File: config.mk
export PLATFORM = sky130hd
export DESIGN_NAME = div_ctrl_flat
export DESIGN_NICKNAME = d
export VERILOG_FILES = /design/src/rtl/div_ctrl_pkg.sv /design/src/rtl/div_ctrl_if.sv /design/src/rtl/div_ctrl_iter.sv /design/src/rtl/div_ctrl.sv /design/src/flat_wrapper.sv
export SDC_FILE = /design/constraint.sdc
export NUM_CORES = 1
export LEC_CHECK = 0
export CORE_ASPECT_RATIO = 0.9
export CORE_MARGIN = 2
export CORE_UTILIZATION = 43
export DETAILED_ROUTE_END_ITERATION = 7
export GPL_TIMING_DRIVEN = 1
export PLACE_DENSITY_LB_ADDON = 0.08
export SYNTH_ARGS = -nofsm -noshare
export SYNTH_HDL_FRONTEND = slang
export SYNTH_SLANG_ARGS = --single-unit
File: constraint.sdc
create_clock -name clk -period 8.05 [get_ports clk]
set_clock_uncertainty 0.15 [all_clocks]
set_input_delay 1.61 -clock clk [delete_from_list [all_inputs] [get_ports clk]]
set_output_delay 1.61 -clock clk [all_outputs]
set_load 0.1 [all_outputs]
File: src/rtl/div_ctrl_pkg.sv
// Shared types and constants for the divider controller (state encodings, width,
// and the DIV/DIVU function codes the top level decodes into start/signed_div).
package div_ctrl_pkg;

  localparam int DIV_WIDTH = 32;

  typedef enum logic [1:0] {
    DIV_IDLE = 2'b00,
    DIV_BUSY = 2'b01,
    DIV_DONE = 2'b10
  } div_state_e;

  // MIPS SPECIAL funct codes for DIV and DIVU
  localparam logic [5:0] DIV_CONTROL  = 6'b011010;
  localparam logic [5:0] DIVU_CONTROL = 6'b011011;

endpackage

File: src/rtl/div_ctrl_if.sv
// Handshake/operand bundle between the E stage (master) and the divider (slave).
interface div_ctrl_if #(
  parameter int WIDTH = div_ctrl_pkg::DIV_WIDTH
);
  logic                 start;
  logic                 signed_div;
  logic                 annul;
  logic [WIDTH-1:0]     opa;
  logic [WIDTH-1:0]     opb;
  logic                 div_ready;
  logic                 busy;
  logic [2*WIDTH-1:0]   result;

  modport master (
    output start, signed_div, annul, opa, opb,
    input  div_ready, busy, result
  );

  modport slave (
    input  start, signed_div, annul, opa, opb,
    output div_ready, busy, result
  );
endinterface

File: src/rtl/div_ctrl_iter.sv
// div_iter: one combinational restoring shift-subtract step on {rem, quo}.
module div_iter #(
  parameter int WIDTH = 32
) (
  input  logic [WIDTH-1:0] rem_i,
  input  logic [WIDTH-1:0] quo_i,
  input  logic [WIDTH-1:0] divisor_i,
  output logic [WIDTH-1:0] rem_o,
  output logic [WIDTH-1:0] quo_o
);
  logic [WIDTH:0]   shifted;
  logic [WIDTH+1:0] diff;

  // Shifted partial remainder can reach 2*divisor-1, so one extra bit plus a borrow bit.
  assign shifted = {rem_i, quo_i[WIDTH-1]};
  assign diff    = {1'b0, shifted} - {2'b00, divisor_i};

  always_comb begin
    if (!diff[WIDTH+1]) begin
      rem_o = diff[WIDTH-1:0];
      quo_o = {quo_i[WIDTH-2:0], 1'b1};
    end else begin
      rem_o = shifted[WIDTH-1:0];
      quo_o = {quo_i[WIDTH-2:0], 1'b0};
    end
  end
endmodule

File: src/rtl/div_ctrl.sv
// Multi-cycle restoring divider controller for DIV/DIVU in the E stage.
// Optional DIV_EARLY_OUT_EN: finish immediately when |opa| < |opb|.
module div_ctrl
  import div_ctrl_pkg::*;
#(
  parameter int WIDTH = DIV_WIDTH
) (
  input  logic        clk,
  input  logic        rst,
  div_ctrl_if.slave   bus
);
  localparam int CW = $clog2(WIDTH);

  div_state_e          state_q, state_d;
  logic [CW-1:0]       count_q;
  logic [WIDTH-1:0]    rem_q, quo_q, dvs_q;
  logic                neg_quo_q, neg_rem_q;
  logic [2*WIDTH-1:0]  result_q;

  logic [WIDTH-1:0]    opa_mag, opb_mag;
  logic [WIDTH-1:0]    rem_step, quo_step;
  logic                opa_neg, opb_neg;
  logic                take, div_zero, early, last_step;

  assign opa_neg   = bus.signed_div & bus.opa[WIDTH-1];
  assign opb_neg   = bus.signed_div & bus.opb[WIDTH-1];
  assign opa_mag   = opa_neg ? (~bus.opa + 1'b1) : bus.opa;
  assign opb_mag   = opb_neg ? (~bus.opb + 1'b1) : bus.opb;
  assign take      = (state_q == DIV_IDLE) && bus.start && !bus.annul;
  assign div_zero  = (bus.opb == '0);
  assign last_step = (state_q == DIV_BUSY) && (count_q == CW'(WIDTH-1));

`ifdef DIV_EARLY_OUT_EN
  assign early = (opa_mag < opb_mag) && !div_zero;
`else
  assign early = 1'b0;
`endif

  div_iter #(.WIDTH(WIDTH)) u_iter (
    .rem_i     (rem_q),
    .quo_i     (quo_q),
    .divisor_i (dvs_q),
    .rem_o     (rem_step),
    .quo_o     (quo_step)
  );

  always_ff @(posedge clk or posedge rst) begin
    if (rst) state_q <= DIV_IDLE;
    else     state_q <= state_d;
  end

  always_comb begin
    state_d = state_q;
    case (state_q)
      DIV_IDLE: if (take) state_d = (div_zero || early) ? DIV_DONE : DIV_BUSY;
      DIV_BUSY: if (last_step) state_d = DIV_DONE;
      DIV_DONE: state_d = DIV_IDLE;
      default:  state_d = DIV_IDLE;
    endcase
    if (bus.annul) state_d = DIV_IDLE;
  end

  // Outputs depend on registered state only, so the hazard unit sees no input path.
  always_comb begin
    bus.div_ready = (state_q == DIV_DONE);
    bus.busy      = (state_q == DIV_BUSY);
  end

  assign bus.result = result_q;

  always_ff @(posedge clk or posedge rst) begin
    if (rst) begin
      count_q   <= '0;
      rem_q     <= '0;
      quo_q     <= '0;
      dvs_q     <= '0;
      neg_quo_q <= 1'b0;
      neg_rem_q <= 1'b0;
      result_q  <= '0;
    end else if (take) begin
      count_q   <= '0;
      rem_q     <= '0;
      quo_q     <= opa_mag;
      dvs_q     <= opb_mag;
      neg_quo_q <= opa_neg ^ opb_neg;
      neg_rem_q <= opa_neg;
      if (div_zero)   result_q <= {bus.opa, {WIDTH{1'b1}}};
      else if (early) result_q <= {bus.opa, {WIDTH{1'b0}}};
    end else if (state_q == DIV_BUSY && !bus.annul) begin
      count_q <= count_q + CW'(1);
      rem_q   <= rem_step;
      quo_q   <= quo_step;
      if (last_step)
        result_q <= {neg_rem_q ? (~rem_step + 1'b1) : rem_step,
                     neg_quo_q ? (~quo_step + 1'b1) : quo_step};
    end
  end
endmodule

File: src/flat_wrapper.sv
// flat-port wrapper written by rule: the top's interface ports become plain ports
module div_ctrl_flat import div_ctrl_pkg::*;
#(
  parameter int WIDTH = DIV_WIDTH
)
  (clk, rst, bus_start, bus_signed_div, bus_annul, bus_opa, bus_opb, bus_div_ready, bus_busy, bus_result);
  div_ctrl_if #(.WIDTH(WIDTH)) bus_i ();
  input  logic clk;
  input  logic rst;
  input wire logic [$bits(bus_i.start)-1:0] bus_start;
  input wire logic [$bits(bus_i.signed_div)-1:0] bus_signed_div;
  input wire logic [$bits(bus_i.annul)-1:0] bus_annul;
  input wire logic [$bits(bus_i.opa)-1:0] bus_opa;
  input wire logic [$bits(bus_i.opb)-1:0] bus_opb;
  output wire logic [$bits(bus_i.div_ready)-1:0] bus_div_ready;
  output wire logic [$bits(bus_i.busy)-1:0] bus_busy;
  output wire logic [$bits(bus_i.result)-1:0] bus_result;
  assign bus_i.start = bus_start;
  assign bus_i.signed_div = bus_signed_div;
  assign bus_i.annul = bus_annul;
  assign bus_i.opa = bus_opa;
  assign bus_i.opb = bus_opb;
  assign bus_div_ready = bus_i.div_ready;
  assign bus_busy = bus_i.busy;
  assign bus_result = bus_i.result;
  div_ctrl #(.WIDTH(WIDTH)) u_core (.clk(clk), .rst(rst), .bus(bus_i));
endmodule
==> results.md, run 1 <==
* Overflow after GRT at 0
* Dpl cells at 1,916
* Netlist Area Pre-Place at ~12,000 µm²
* Post-synth top area share at 0.353
* Req. time, crit path at 8.19 ns
* Register area share after synthesis at 0.353
* Inserted Diodes at 0
* Area taken by multi-input logic gates at 7220 µm²
* Combinational Power Share at 0.580
* Worst setup EP type: flop
* Post-synth EDFFs at 0
* Die area at 29,200 µm²
* Finished Cell Area at ~14,000 µm²
* Chip width at 180 µm
* Worst r2r path cells at 17
* Fin nets at 1,689
* Met1 Resource Use GR at 0.352
* Largest net degree at the start of global routing at 83
* Initial core utilization at 0.441
* Syn_nets at 1,610
* Number of distinct library cells after synthesis at 84
* Max-slew violation count at 0
* Top delay family on crit path: simple AND/OR/NAND/NOR gates
* Crit-path cells: ha_1 > a21o_1 > a21o_1 > a21o_1 > o211a_4 > o211ai_4 > nand2_4 > inv_2 > ha_1 > or3b_2 > or2_2 > nand2b_1 > nand2b_1 > nand2b_1 > o31ai_1 > xor2_1 > a31oi_1
* Clock share of power at 0.177
* Row count at 57
* CTS tree: built
* DR DRC count at 0
* Ys async rst share at 1.00
* Setup bufs post-CTS at 0
* Final worst-path cycle share at 0.726
* FF/Latch Area at around 4200 µm²
* Finished Layout Cells at 1,947
* Leak at 0.00598 µW
* Gp weighted congestion at around 0.9
* TNS Setup at 0 ns
* Syn Inst Count at 1,502
* 1st-iter DRT viols at between 900 and 1,000
* I/O Pins at 135
* Largest stage delay, worst path at 0.70 ns
* Busiest metal layer after global routing: met2
* Min cycle time layout at about 6 ns
* Fmax at 171 MHz
* Core area at 27,200 µm²
* P_sw at 2350 µW
* Htree depth at 4
* CTS clk-pin slew, worst paths at 0.07 ns
* Die Y at 162 µm
* Clock Sinks at 169
* CP max-delay cell: inv_2
* Routed Wire Length at 34.7 mm
* Stages on worst setup path at 17
* Post-route ant nets at 0
* Largest fanout on the critical path at 54
* Filler cell count at roughly 2,600
* Via count at 11,100
* Vias per cell at 5.72
* GRT Overall Usage at 0.243
* Worst vdd ir at about 250 µV
* Clock latency on the worst-skew pair at 0.44 ns
* First-pass GRT wire length at 57.5 mm
* Final setup viols at 0
* Top cells by area, synth: dfrtp_1 (35%), nand2_1 (7.4%), xor2_1 (5.9%)
* Crit path buf inv count at 1
* # resized after CTS at 0
* Area Overhead vs Synth at 18.2%
* Transition time at the pin with the least slew margin at 1.03 ns
* Layout cell share with drive strength beyond 1 at 0.0496
* Cts bufs inserted at 17
* Max_slew headroom at 0.312
* Placed Area at approximately 14,000 µm²
* Internal power at 2590 µW
* CTS Buffer Depth at 2
* Mean Syn Cell Area at 7.97 µm²
* Most used DFF post-synth: dfrtp_1
* Arrival time worst endpoint at 5.98 ns
* Initial antenna violation count at 0
* Power Density at 350 nW/µm²
* IO Port Bufs at approximately 130
* Cts hold-fix bufs at 0
* GR Util met3 at 0.0397
* Final HPWL DP at around 25 mm
* RSZ-0062 raised after global routing: false
* Top cell type by total area after synthesis: dfrtp_1
* Avg WL per Cell at 17.8 µm
* Setup crit start kind: flop
* Status: completed
* Vias in the first global route at 10,800
* Max Cap Viol at 0
* Worst min path class: flop to flop
* M2 GR Usage at 0.387
* Worst Hold Depth at 2
* Root Driver: clkbuf_16
* DR pass1 iterations at 5
* Sw frac at 0.475
* Yosys warns at 0
* Synth Register Bits at 169
* WS Path Type: flop to flop
* Sequential share of power at 0.243
* Final Hold Vio Count at 0
-- cell families after synthesis --
| logic type | synth area share |
|---|---|
| AOI/OAI and AO/OA | 0.225 |
| muxes | 0.0219 |
| DFF | 0.353 |
| adders and majority gates | 0.0414 |
| buffers and inverters | 0.0460 |
| xor gates and xnor gates | 0.106 |
| and+or+nand+nor | 0.207 |
-- worst paths after layout --
kind	slack, ns	startpoint	end
worst max-delay path	2.20	u_core.rem_q[5]	u_core.bus.result[26]
worst min-delay path	0.33	u_core.dvs_q[20]	u_core.dvs_q[20]
worst max register to register	2.20	u_core.rem_q[5]	u_core.bus.result[26]
worst min register to register	0.33	u_core.dvs_q[20]	u_core.dvs_q[20]
max in group asynchronous	5.01	rst	u_core.rem_q[9]
min in group asynchronous	1.44	rst	u_core.bus.result[6]
-- state kept, by name, indices dropped and copies added (netlist names) --
signal	cells
u_core.bus.result	64
u_core.dvs_q	32
u_core.quo_q	32
u_core.rem_q	32
u_core.count_q	5
u_core.state_q	2
u_core.neg_quo_q	1
u_core.neg_rem_q	1
-- stage by stage --
step	hold WS, ns	utilization	total power, µW	setup WS (ns)
3_3_place_gp	0.306	0.498	4020	2.25
6_report	0.331	0.521	4950	2.20
4_1_cts	0.333	0.521	4940	2.24
2_1_floorplan	0.300	-	3370	1.71
3_5_place_dp	0.319	0.498	4050	2.16
5_1_grt	0.345	0.521	5350	1.80
-- Yosys cell counts (24+ instances only) --
cell type,number
a21oi_1,109
a31oi_1,49
clkbuf_1,58
dfrtp_1,169
ha_1,38
inv_1,53
mux2i_1,24
nand2_1,236
nor2_1,164
nor3_1,27
o21ai_0,128
o31ai_1,28
xnor2_1,65
xor2_1,80
-- cell usage in the layout (no fill, tap or decap), types with 7 or more instances in the layout --
cell type | netlist | final
a211oi_1 | 9 | 9
nor3_1 | 27 | 27
inv_1 | 53 | 52
a22o_1 | 7 | 7
nor4_1 | 13 | 13
o211ai_1 | 8 | 8
clkbuf_16 | 0 | 17
a31oi_1 | 49 | 48
ha_1 | 38 | 38
or4_1 | 14 | 14
or3_1 | 12 | 12
nand3_1 | 16 | 16
xor2_1 | 80 | 80
o41ai_1 | 11 | 11
nand2b_1 | 16 | 15
nor2_1 | 164 | 163
o21a_1 | 12 | 12
xnor2_1 | 65 | 65
dfrtp_1 | 169 | 169
or2_2 | 8 | 8
o31ai_1 | 28 | 28
nand2_1 | 236 | 236
nand4_1 | 10 | 10
a21o_1 | 11 | 11
clkdlybuf4s50_1 | 0 | 134
a21oi_1 | 109 | 109
buf_4 | 1 | 11
mux2i_1 | 24 | 24
o21ai_0 | 128 | 128
nor2b_1 | 9 | 8
o22ai_1 | 7 | 7
-- area by class of cell --
type                            instances  area share
Sequential cell                       169       0.299
Timing Repair Buffer                  145       0.101
Multi-Input combinational cell       1192       0.511
Tap cell                              354      0.0313
Clock buffer                           20      0.0330
Clock inverter                         11      0.0103
Inverter                               56      0.0152
-- layer usage --
layer  part of all wire  vias to the layer above
met5                  0                        -
met4             0.0093                        0
met3              0.047                       26
met2               0.46                      296
met1               0.49                     5386
li1                   -                     5438
-- power groups by stage --
stage | logic [µW] | registers, µW | clock network (µW)
2_1_floorplan | 2230 | 1140 | 0
3_3_place_gp | 2810 | 1210 | 0
3_5_place_dp | 2840 | 1210 | 0
4_1_cts | 2860 | 1200 | 888
5_1_grt | 3210 | 1220 | 925
6_report | 2870 | 1200 | 875
-- worst min-delay path: cells and delay by family (launching register included) --
| family | cells | cell delay, ns |
|---|---|---|
| simple gates | 1 | 0.05 |
| compound gates | 1 | 0.06 |
| flops | 1 | 0.34 |
No activity file was read; power rests on OpenSTA's default activity.
==> run 2: changes to the inputs <==
==> constraint.sdc (replaced) <==
create_clock -name clk -period 5.38 [get_ports clk]
set_clock_uncertainty 0.15 [all_clocks]
set_input_delay 1.076 -clock clk [delete_from_list [all_inputs] [get_ports clk]]
set_output_delay 1.076 -clock clk [all_outputs]
set_load 0.1 [all_outputs]
==> results.md, run 2 (same netlist as run 1, synthesis figures left out) <==
* Dpl cells at 1,928 (+0.63%)
* CP max-delay cell: dfrtp_1
* Via count at 11,100 (-0.68%)
* Sw frac at 0.477 (+0.00215)
* First-pass GRT wire length at 57.6 mm (+0.13%)
* Sequential share of power at 0.240 (-0.003)
* Leak at 0.00604 µW (+0.95%)
* Row count at 57 (unchanged)
* Htree depth at 4 (unchanged)
* Area Overhead vs Synth at 18.8%
* Die area at 29,200 µm² (unchanged)
* Min cycle time layout at 4.97 ns (-0.878 ns)
* Initial antenna violation count at 0 (unchanged)
* Largest register FFs at 64 (unchanged)
* P_sw at 3550 µW (+51%)
* DP Worst Slack at 0.158 ns (-2.01 ns)
* Worst vdd ir at 361 µV (+42%)
* Root Driver: clkbuf_16
* Clock latency on the worst-skew pair at 0.44 ns (about the same)
* Final HPWL DP at 26.0 mm (+3.4%)
* TNS Setup at 0 ns (unchanged)
* Status: completed
* Max_slew headroom at 0.304 (-0.00830)
* Overflow after GRT at 0 (unchanged)
* CTS Buffer Depth at 2 (unchanged)
* Final Hold Vio Count at 0 (unchanged)
* Req. time, crit path at 5.54 ns (-2.65 ns)
* Setup WS post-layout at 0.413 ns (-1.79 ns)
* Gp weighted congestion at 0.887 (-0.98%)
* Cts bufs inserted at 17 (unchanged)
* Largest fanout on the critical path at 7 (-87%)
* Chip width at 180 µm (unchanged)
* Fin nets at 1,702 (+0.77%)
* CTS clk-pin slew, worst paths at 0.07 ns (about the same)
* 1st-iter DRT viols at 779 (-15%)
* Worst min path class: flop to flop
* GRT Overall Usage at 0.244 (+0.000624)
* Most frequent cells in the layout: nand2_1 (236), dfrtp_1 (169), nor2_1 (163), clkdlybuf4s50_1 (134), o21ai_0 (126)
* Vias in the first global route at 10,900 (+0.67%)
* Routed Wire Length at 34.9 mm (+0.35%)
* Max Cap Viol at 0 (unchanged)
* Crit-path cells: ha_1 > a21o_1 > a21o_1 > a21o_1 > o211a_4 > o211ai_4 > nand2_4 > o21ai_1 > ha_1 > nand2_1 > or3_1 > or2_2 > mux2i_4 > nand4_1 > or2_1 > nor3_1 > mux2i_1 > o22ai_1
* Commonest non-fill, non-tap cell in the layout: nand2_1
* Avg WL per Cell at 17.8 µm (-0.36%)
* Largest net degree at the start of global routing at 84 (+1.2%)
* WS Path Type: flop to flop
* Final worst-path cycle share at 0.923 (+0.197)
* Initial core utilization at 0.441 (unchanged)
* Clock Sinks at 169 (unchanged)
* DR DRC count at 0 (unchanged)
* Layout cell share with drive strength beyond 1 at 0.0579 (+0.00828)
* Vias per cell at 5.65 (-1.4%)
* Arrival time worst endpoint at 5.13 ns (-0.85 ns)
* Final setup viols at 0 (unchanged)
* Worst setup EP type: flop
* DR pass1 iterations at 5 (unchanged)
* Clock share of power at 0.165 (-0.012)
* Finished Layout Cells at 1,961 (+0.72%)
* IO Port Bufs at 134 (unchanged)
* I/O Pins at 135 (unchanged)
* Core area at 27,200 µm² (unchanged)
* Fmax at 201 MHz (+18%)
* Final core occ at 0.523 (+0.00276)
* RSZ-0062 raised after global routing: false
* Die Y at 162 µm (unchanged)
* CTS tree: built
* Post-route ant nets at 0 (unchanged)
* Power Density at 522 nW/µm² (+49%)
* Combinational Power Share at 0.595 (+0.015)
* Cts hold-fix bufs at 0 (unchanged)
* Cell mode on critical path: a21o_1
* Inserted Diodes at 0 (unchanged)
* Internal power at 3880 µW (+50%)
* Largest stage delay, worst path at 0.45 ns (-0.25 ns)
* Max-slew violation count at 0 (unchanged)
* Setup crit start kind: flop
* Transition time at the pin with the least slew margin at 1.04 ns (+0.0132 ns)
* Total chip power at 7430 µW (+50%)
* Filler cell count at 2,639 (-0.34%)
==> run 2: cell types whose count changed in the layout (fill, tap and decap cells not counted), sizes merged <==
cell / delta
bufinv: -2
buf: +13
clkbuf: +1
clkinv: +4
clkinvlp: -2
==> run 2: final cells by class <==
cell class	instances	area (µm²)	share of cell area
Sequential cell	169	4230	0.297
Multi-Input combinational cell	1192	7240	0.509
Clock inverter	11	96.3	0.00677
Timing Repair Buffer	158	1530	0.108
Clock buffer	21	470	0.0331
Inverter	56	214	0.0150
Tap cell	354	443	0.0311
==> run 2: path summary, 6_finish.rpt <==
| kind | startpoint | to | slack (ns) | cells past startpoint |
|---|---|---|---|---|
| setup / recovery | u_core.rem_q[5] | u_core.bus.result[62] | 0.41 | 18 |
| hold / removal | u_core.dvs_q[20] | u_core.dvs_q[20] | 0.33 | 2 |
| setup reg to reg | u_core.rem_q[5] | u_core.bus.result[62] | 0.41 | 18 |
| hold reg to reg | u_core.dvs_q[20] | u_core.dvs_q[20] | 0.33 | 2 |
| max in group asynchronous | rst | u_core.dvs_q[22] | 3.20 | 3 |
| min in group asynchronous | rst | u_core.bus.result[6] | 0.97 | 2 |
==> run 2: layer usage <==
layer  part of all wire  wire length, µm  GRT usage  up-vias
met3              0.042             1450     0.0390       28
met5                  0                0          0        -
met2               0.45            15700      0.392      261
met4              0.013              446     0.0525        0
li1                   -                -          -     5456
met1               0.49            17200      0.348     5325
==> run 2: worst max-delay path, delay by kind of cell, from the launching register on <==
kind / cells / cell delay (ns)
muxes: 2 / 0.44
adders and majority gates: 2 / 0.63
and+or+nand+nor: 7 / 1.68
AOI/OAI and AO/OA: 7 / 1.49
DFF: 1 / 0.45
==> run 2: power groups by stage <==
stage	logic, µW	clock network [µW]	registers, µW
after floorplan	3340	0	1700
after global placement	4320	0	1800
after detailed placement	4340	0	1800
after CTS	4370	1250	1780
after global routing	4920	1290	1820
final	4420	1220	1780
==> run 2: per-stage QoR <==
stage          hold WS (ns)  cell area, µm²
6_report              0.331           14200
5_1_grt               0.356           14200
4_1_cts               0.336           14200
3_5_place_dp          0.321           13600
3_3_place_gp          0.299           13600
2_1_floorplan         0.300           12000
==> run 2: what timing repair did <==
action / CTS / global route
endpoints found under the hold margin: 0 / 0
buffers inserted: 0 / 1
endpoints found under the setup margin: 0 / 6
gates resized for setup: 0 / 4
==> run 3: changes to the inputs <==
--- a/config.mk
+++ b/config.mk
@@ -9,6 +9,7 @@
 export CORE_MARGIN = 2
 export CORE_UTILIZATION = 43
 export DETAILED_ROUTE_END_ITERATION = 7
+export GPL_ROUTABILITY_DRIVEN = 0
 export GPL_TIMING_DRIVEN = 1
 export PLACE_DENSITY_LB_ADDON = 0.08
 export SYNTH_ARGS = -nofsm -noshare
==> results.md, run 3 (same netlist as run 1, synthesis figures left out) <==
* Sequential share of power at 0.239 (about the same)
* Cts bufs inserted at 17 (unchanged)
* Combinational Power Share at 0.592 (-0.003)
* IO Port Bufs at 134 (unchanged)
* Final setup viols at 0 (unchanged)
* CTS clk-pin slew, worst paths at 0.07 ns (about the same)
* Power Density at 524 nW/µm² (+0.42%)
* Largest register FFs at 64 (unchanged)
* Finished Cell Area at 14,200 µm² (+0.15%)
* Layout cell share with drive strength beyond 1 at 0.0561 (-0.00173)
* Worst min path class: flop to flop
* Initial antenna violation count at 0 (unchanged)
* Via count at 11,100 (+0.19%)
* WS Path Type: flop to flop
* Total chip power at 7470 µW (+0.57%)
* Initial core utilization at 0.441 (unchanged)
* RSZ-0062 raised after global routing: false
* Die Y at 162 µm (unchanged)
* Setup bufs post-CTS at 0 (unchanged)
* DR pass1 iterations at 5 (unchanged)
* 1st-iter DRT viols at 783 (+0.51%)
* Root Driver: clkbuf_16
* Max-slew violation count at 0 (unchanged)
* Avg WL per Cell at 17.7 µm (-0.20%)
* Vias in the first global route at 10,600 (-2.5%)
* # resized after CTS at 0 (unchanged)
* Cell mode on critical path: a21o_1
* Arrival time worst endpoint at 5.17 ns (+0.04 ns)
* CTS tree: built
* Setup crit start kind: flop
* Largest net degree at the start of global routing at 170 (+100%)
* First-pass GRT wire length at 56.5 mm (-2.0%)
* Clock share of power at 0.169 (+0.004)
* Leak at 0.00602 µW (-0.28%)
* Worst vdd ir at 343 µV (-5.0%)
* Most frequent cells in the layout: nand2_1 (236), dfrtp_1 (169), nor2_1 (163), clkdlybuf4s50_1 (134), o21ai_0 (126)
* Crit-path cells: ha_1 > a21o_1 > a21o_1 > a21o_1 > o211a_4 > o211ai_4 > nand2_4 > o21ai_1 > ha_1 > nand2_1 > or3_1 > or2_2 > mux2i_4 > nand4_1 > or2_1 > nor3_1 > mux2i_1 > o22ai_1
* Worst setup EP type: flop
* DR DRC count at 0 (unchanged)
* Fmax at 199 MHz (-0.98%)
* CTS Buffer Depth at 2 (unchanged)
* Largest fanout on the critical path at 7 (unchanged)
* Max Cap Viol at 0 (unchanged)
* I/O Pins at 135 (unchanged)
* Final HPWL DP at 25.4 mm (-2.4%)
* Post-route ant nets at 0 (unchanged)
* Chip width at 180 µm (unchanged)
* Commonest non-fill, non-tap cell in the layout: nand2_1
* Req. time, crit path at 5.54 ns (about the same)
* Area Overhead vs Synth at 19.0%
* P_sw at 3550 µW (+0.25%)
* Core area at 27,200 µm² (unchanged)
* Fin nets at 1,699 (-0.18%)
* Internal power at 3910 µW (+0.86%)
* Final Hold Vio Count at 0 (unchanged)
* Final worst-path cycle share at 0.932 (+0.00917)
* Max_slew headroom at 0.307 (+0.00318)
* Clock Sinks at 169 (unchanged)
* Clock latency on the worst-skew pair at 0.44 ns (about the same)
* GRT Overall Usage at 0.239 (-0.00475)
* Vias per cell at 5.67 (+0.39%)
* Row count at 57 (unchanged)
* Htree depth at 4 (unchanged)
* Status: completed
* Largest stage delay, worst path at 0.46 ns (about the same)
* TNS Setup at 0 ns (unchanged)
* Die area at 29,200 µm² (unchanged)
* Overflow after GRT at 0 (unchanged)
* Cts hold-fix bufs at 0 (unchanged)
* Routed Wire Length at 34.7 mm (-0.41%)
* Min cycle time layout at 5.02 ns (+0.0493 ns)
* DP Worst Slack at 0.147 ns (-0.0115 ns)
* Final core occ at 0.524 (+0.000783)
* Inserted Diodes at 0 (unchanged)
* CP max-delay cell: dfrtp_1
* Setup WS post-layout at 0.363 ns (-0.0493 ns)
* Transition time at the pin with the least slew margin at 1.04 ns (-0.00554 ns)
* Placed Area at 13,600 µm² (about the same)
* Sw frac at 0.476 (-0.00154)
[run 3: cell types whose count changed in the layout (fill, tap and decap cells not counted), sizes merged]
cell / delta
clkinv: -3
bufinv: +1
inv: +1
clkinvlp: +3
clkbuf: -3
buf: -3
[run 3: layout make-up]
cell class / instances / area (µm²)
fillers: 2638 / 12900
multi-input cells: 1192 / 7250
flip-flops and latches: 169 / 4230
repair buffers: 155 / 1520
well taps: 354 / 443
clock buffers: 18 / 439
inverters: 56 / 214
clock inverters: 13 / 146
[run 3: path summary, 6_finish.rpt]
kind                       slack (ns)               endpoint              from  cells past startpoint
hold / removal                   0.33       u_core.dvs_q[28]  u_core.dvs_q[28]                      2
setup / recovery                 0.36  u_core.bus.result[62]   u_core.rem_q[5]                     18
setup reg to reg                 0.36  u_core.bus.result[62]   u_core.rem_q[5]                     18
max in group asynchronous        3.23        u_core.rem_q[5]               rst                      3
min in group asynchronous        1.12   u_core.bus.result[6]               rst                      3
hold reg to reg                  0.33       u_core.dvs_q[28]  u_core.dvs_q[28]                      2
[run 3: stage by stage]
| stage | hold WS, ns | instances |
|---|---|---|
| after floorplan | 0.300 | 1502 |
| after global placement | 0.304 | 1926 |
| after detailed placement | 0.321 | 1926 |
| after CTS | 0.336 | 1957 |
| after global routing | 0.353 | 1957 |
| final | 0.330 | 1957 |
[run 3: power groups by stage]
stage          clock [µW]  combinational [µW]  sequential, µW
2_1_floorplan           0                3340            1700
3_3_place_gp            0                4310            1800
3_5_place_dp            0                4340            1810
4_1_cts              1290                4370            1780
5_1_grt              1340                4920            1820
6_report             1270                4420            1780
[run 3: metal layers]
metal,vias up,GRT usage,wire (µm)
met5,-,0,0
met4,0,0.0443,321
met3,26,0.0410,1810
met2,278,0.388,16000
met1,5335,0.339,16600
li1,5452,-,-
[run 3: critical path, delay by kind of cell, from the launching register on]
family	cells	cell delay [ns]
muxes	2	0.43
adders and majority gates	2	0.63
AOI/OAI and AO/OA	7	1.52
DFF	1	0.46
and+or+nand+nor	7	1.66
